<file path="src/rtl/fp_operand_sort.sv">
// Two-stage operand unpack and magnitude sort ahead of a floating-point adder.
// Stage 1 unpacks and flushes denormals; stage 2 compares, swaps and flags specials.
module fp_operand_sort (
    input  logic        clk,
    input  logic        rst_n,
    input  logic        in_valid,
    output logic        in_ready,
    input  logic [31:0] a,
    input  logic [31:0] b,
    input  logic        sub,
    output logic        out_valid,
    input  logic        out_ready,
    output logic        comp,
    output logic        a_sign,
    output logic        b_sign,
    output logic [7:0]  big_exp,
    output logic [7:0]  small_exp,
    output logic [23:0] big_man,
    output logic [23:0] small_man,
    output logic        zero_out,
    output logic        inf_out,
    output logic        nan_out
);

    logic        s1_valid;
    logic        s1_a_sign, s1_b_sign;
    logic [7:0]  s1_a_exp, s1_b_exp;
    logic [23:0] s1_a_man, s1_b_man;
    logic        s1_a_inf, s1_a_nan, s1_b_inf, s1_b_nan;

    logic        s2_ready;
    logic        s1_advance;
    logic        in_fire;

    logic [7:0]  u_a_exp, u_b_exp;
    logic [23:0] u_a_man, u_b_man;
    logic        a_ge_b;
    logic        nan_next;

    assign s2_ready   = !out_valid || out_ready;
    assign s1_advance = s1_valid && s2_ready;
    assign in_ready   = !s1_valid || s1_advance;
    assign in_fire    = in_valid && in_ready;

    // Denormals and zeros flush to an all-zero exponent/mantissa pair.
    always_comb begin
        u_a_exp = a[30:23];
        u_b_exp = b[30:23];
        u_a_man = (a[30:23] == 8'd0) ? 24'd0 : {1'b1, a[22:0]};
        u_b_man = (b[30:23] == 8'd0) ? 24'd0 : {1'b1, b[22:0]};
    end

    // NOTE: data registers take the async reset too, because the outputs must read 0 during reset.
    always_ff @(posedge clk or negedge rst_n) begin
        if (!rst_n) begin
            s1_valid  <= 1'b0;
            s1_a_sign <= 1'b0;
            s1_b_sign <= 1'b0;
            s1_a_exp  <= 8'd0;
            s1_b_exp  <= 8'd0;
            s1_a_man  <= 24'd0;
            s1_b_man  <= 24'd0;
            s1_a_inf  <= 1'b0;
            s1_a_nan  <= 1'b0;
            s1_b_inf  <= 1'b0;
            s1_b_nan  <= 1'b0;
        end else begin
            if (in_ready) begin
                s1_valid <= in_valid;
            end
            if (in_fire) begin
                s1_a_sign <= a[31];
                s1_b_sign <= b[31] ^ sub;
                s1_a_exp  <= u_a_exp;
                s1_b_exp  <= u_b_exp;
                s1_a_man  <= u_a_man;
                s1_b_man  <= u_b_man;
                s1_a_inf  <= (a[30:23] == 8'hFF) && (a[22:0] == 23'd0);
                s1_a_nan  <= (a[30:23] == 8'hFF) && (a[22:0] != 23'd0);
                s1_b_inf  <= (b[30:23] == 8'hFF) && (b[22:0] == 23'd0);
                s1_b_nan  <= (b[30:23] == 8'hFF) && (b[22:0] != 23'd0);
            end
        end
    end

    assign a_ge_b   = {s1_a_exp, s1_a_man} >= {s1_b_exp, s1_b_man};
    // Opposite-signed infinities meeting in the adder give an invalid result.
    assign nan_next = s1_a_nan || s1_b_nan ||
                      (s1_a_inf && s1_b_inf && (s1_a_sign != s1_b_sign));

    always_ff @(posedge clk or negedge rst_n) begin
        if (!rst_n) begin
            out_valid <= 1'b0;
            comp      <= 1'b0;
            a_sign    <= 1'b0;
            b_sign    <= 1'b0;
            big_exp   <= 8'd0;
            small_exp <= 8'd0;
            big_man   <= 24'd0;
            small_man <= 24'd0;
            zero_out  <= 1'b0;
            inf_out   <= 1'b0;
            nan_out   <= 1'b0;
        end else begin
            if (s2_ready) begin
                out_valid <= s1_valid;
            end
            if (s1_advance) begin
                comp      <= a_ge_b;
                a_sign    <= s1_a_sign;
                b_sign    <= s1_b_sign;
                big_exp   <= a_ge_b ? s1_a_exp : s1_b_exp;
                small_exp <= a_ge_b ? s1_b_exp : s1_a_exp;
                big_man   <= a_ge_b ? s1_a_man : s1_b_man;
                small_man <= a_ge_b ? s1_b_man : s1_a_man;
                zero_out  <= (s1_a_exp == 8'd0) && (s1_b_exp == 8'd0);
                inf_out   <= (s1_a_inf || s1_b_inf) && !nan_next;
                nan_out   <= nan_next;
            end
        end
    end

endmodule

</file>
<file path="config.mk">
export PLATFORM = sky130hd
export DESIGN_NAME = fp_operand_sort
export DESIGN_NICKNAME = d
export VERILOG_FILES = /design/src/rtl/fp_operand_sort.sv
export SDC_FILE = /design/constraint.sdc
export NUM_CORES = 1
export LEC_CHECK = 0
export ABC_AREA = 1
export CORE_MARGIN = 3
export CORE_UTILIZATION = 52
export CTS_CLUSTER_SIZE = 16
export DETAILED_ROUTE_END_ITERATION = 16
export GPL_TIMING_DRIVEN = 1
export PLACE_DENSITY_LB_ADDON = 0.12
export SYNTH_ARGS = -nofsm -noshare
export SYNTH_HDL_FRONTEND = slang
export SYNTH_SLANG_ARGS = --single-unit
</file>
<file path="constraint.sdc">
create_clock -name clk -period 2.3 [get_ports clk]
set_input_delay 0.46 -clock clk [delete_from_list [all_inputs] [get_ports clk]]
set_output_delay 0.46 -clock clk [all_outputs]
set_load 0.05 [all_outputs]
</file>
==> results.py <==
metrics = {
    "status": {
        "status": "finished, final reports clean",
    },
    "global_route": {
        "overflow": 0,
        "antenna_found_initial": 0,
        "grt_pass1_wl_mm": 32.8,
        "grt_max_degree": 73,
        "track_usage_pct": 26.0,
        "grt_pass1_vias": 6489,
    },
    "sta": {
        "fin_crit_ns": 2.17,
        "setup_ws_ns": 0.134,
        "fmax_ghz": 0.462,
        "hold_viol": 0,
        "hold_slack_ns": 0.0185,
        "tightest_slew_ns": 0.588,
        "skew_ns": 0.00896,
        "rsz0062_at_grt": "true",
        "final.period_utilization_pct": 94.2,
        "setup_viol": 0,
        "drv_slew": 0,
        "maxSlewHeadroom_pct": 60.8,
    },
    "final_layout": {
        "diodes": 0,
        "post-route-util_pct": 70.8,
        "area_growth_pct": 31.0,
        "n_fill_cell": 1096,
        "fin_nets": 1131,
        "drive_gt1_share_pct": 7.87,
    },
    "clock_tree": {
        "cts_buffers": 17,
        "postCtsSetupRepairBufs": 0,
        "ctsHtreeMaxLevel": 4,
        "clock_latency_ns": 0.42,
        "cts_resized": 0,
        "cts.sinks": 142,
        "ctsHoldBuffers": 0,
        "clk_path_buf_depth": 2,
        "cts_tree": "yes",
        "cts-root-buf": "clkbuf_16",
        "clk_pin_slew_ns": 0.06,
    },
    "worst_setup_path": {
        "start_kind": "flip-flop",
        "endpoint_kind": "flip-flop",
        "r2r-start": "s1_b_man[7]",
        "worstReg2RegEnd": "small_man[17]",
        "required_ns": 2.60,
        "r2r_cells": 13,
        "critPathArrivalTime_ns": 2.47,
        "critPathKind": "reg2reg",
        "reg2reg_slack_ns": 0.13,
        "worst-path-max-fanout": 17,
    },
    "pwr": {
        "power_mw": 12.2,
        "powerDensity_mw_per_mm2": 1280,
        "ir_drop_uv": 714,
        "p_leak_nw": 4.80,
    },
    "floorplan": {
        "die_w_um": 124,
        "pin_count": 141,
        "die_h_um": 124,
        "initial_core_util_pct": 54.0,
        "row_count": 42,
        "design.core.area_mm2": 0.0135,
        "die_area_mm2": 0.0155,
    },
    "placed_design": {
        "port_buffers": 140,
        "pre_cts_ws_ns": 0.128,
        "place_hpwl_mm": 13.4,
        "place_congestion": 0.845,
    },
    "routing": {
        "first_iter_violations": 489,
        "viasPerCell": 5.41,
        "vias": 6593,
        "wl_per_cell_um": 15.9,
        "route.detailed.drc": 0,
        "antenna_left": 0,
        "wl_mm": 19.4,
        "dr.pass1.iters": 5,
    },
    "logic_synthesis": {
        "ys_ff_latch": 142,
        "syn_inst": 891,
        "synth-seq-area-share_pct": 48.7,
        "yosys_warnings": 0,
        "syn_area_per_cell_um2": 8.19,
        "synth.distinct_cells": 31,
        "syn_area_mm2": 0.00730,
        "syn_nets": 992,
    },
    "hold_path": {
        "hold_path_class": "in2async",
    },
    "job": {
        "drv_cap": 0,
    },
}
==> through the flow <==
| step | area [um^2] | setup TNS [ns] | std cells |
|---|---|---|---|
| floorplan | 7300 | 0 | 891 |
| global placement | 8940 | 0 | 1187 |
| detailed placement | 8940 | 0 | 1187 |
| CTS | 9550 | 0 | 1218 |
| global route | 9560 | -0.0284 | 1218 |
| finish | 9560 | 0 | 1218 |
==> synth_stat cells <==
library cell	count	share of area, %
a31oi_1	1	0.086
buf_4	1	0.10
o21ai_0	38	2.6
nand3_1	132	9.1
inv_2	3	0.15
nor2_2	2	0.17
ha_1	32	5.5
nor3_1	5	0.34
nand2_1	261	13
nor4_1	15	1.3
o22ai_1	35	3.0
nand4_1	13	1.1
a21oi_1	13	0.89
nand4_2	1	0.17
nor2_4	1	0.15
inv_1	113	5.8
o31ai_1	2	0.21
nand2_2	2	0.17
buf_8	1	0.21
nand2_4	1	0.15
xnor2_1	1	0.12
buf_2	21	1.4
a21oi_2	1	0.12
clkbuf_1	13	0.67
nand3_2	11	1.5
o21a_1	2	0.21
dfrtp_1	142	49
o21ai_1	3	0.21
buf_6	11	1.7
nor2_1	13	0.67
buf_1	1	0.051
==> registers in the layout, summed over array words and instances (netlist names) <==
signal and flops:
zero_out 1, s1_a_exp 8, s1_b_man 24, s1_a_nan 1
s1_b_inf 1, s1_b_exp 8, s1_a_inf 1, big_man 24
a_sign 1, s1_valid 1, comp 1, s1_b_nan 1
out_valid 1, nan_out 1, b_sign 1, small_exp 8
small_man 24, inf_out 1, s1_b_sign 1, s1_a_man 24
s1_a_sign 1, big_exp 8
==> report_power, final <==
part / total (mW) / internal, mW / switching [mW]
sequential: 3.65 / 3.23 / 0.423
combinational: 5.72 / 1.93 / 3.79
clock: 2.83 / 1.84 / 0.988
total: 12.2 / 7.00 / 5.21
==> critical path: stages, from the launching register on <==
cell and delay, ns:
dfrtp_1 0.38, inv_1 0.13, ha_1 0.27, a21oi_1 0.18
nand2_1 0.07, nor2_1 0.10, nand2_1 0.09, nand2_1 0.07
nand2_1 0.07, nand2_2 0.13, buf_4 0.25, nand3_1 0.09
nand3_1 0.16, nand2_1 0.07
==> cells in the final DEF, fill, tap and decap left out, types with 13 or more instances in the layout <==
cell,Yosys,final
nor2_1,13,13
nand2_1,261,260
nor4_1,15,15
nand3_1,132,132
buf_4,1,19
dfrtp_1,142,142
o21ai_0,38,38
ha_1,32,32
nand4_1,13,13
inv_1,113,113
o22ai_1,35,35
clkdlybuf4s50_1,0,138
a21oi_1,13,13
clkbuf_16,0,17
==> cell type report <==
cell class | count | area [um^2] | share of cell area, %
Clock buffer | 25 | 505 | 5.29
Clock inverter | 6 | 105 | 1.10
Inverter | 116 | 435 | 4.56
Multi-Input combinational cell | 585 | 3010 | 31.5
Sequential cell | 142 | 3550 | 37.2
Tap cell | 176 | 220 | 2.30
Timing Repair Buffer | 168 | 1730 | 18.1
==> how the worst max path moves through the flow <==
stage,cells past startpoint,end,slack (ns),startpoint
floorplan,6,s1_a_man[10],0.08,out_valid
global placement,15,big_man[7],0.14,s1_b_man[5]
detailed placement,13,big_man[7],0.13,s1_b_man[7]
CTS,13,big_man[7],0.10,s1_b_man[7]
global route,15,small_man[14],-0.01,s1_b_man[5]
finish,13,small_man[17],0.13,s1_b_man[7]
==> cells by family after synthesis <==
| kind of cell | count (synthesis) | synth area share [%] |
|---|---|---|
| compound gates | 95 | 7.32 |
| xor+xnor | 1 | 0.120 |
| fa+ha+maj | 32 | 5.49 |
| buf+inv | 164 | 10.1 |
| flops | 142 | 48.7 |
| simple gates | 457 | 28.2 |
==> layer usage <==
| metal | vias to the layer above | global-route usage, % | routed length (um) |
|---|---|---|---|
| li1 | 3192 | - | - |
| met1 | 3118 | 35.9 | 8450 |
| met2 | 244 | 41.3 | 9320 |
| met3 | 39 | 5.06 | 1200 |
| met4 | 0 | 9.16 | 427 |
| met5 | - | 0 | 0 |
Note: power is estimated with default switching activity, not from simulation.
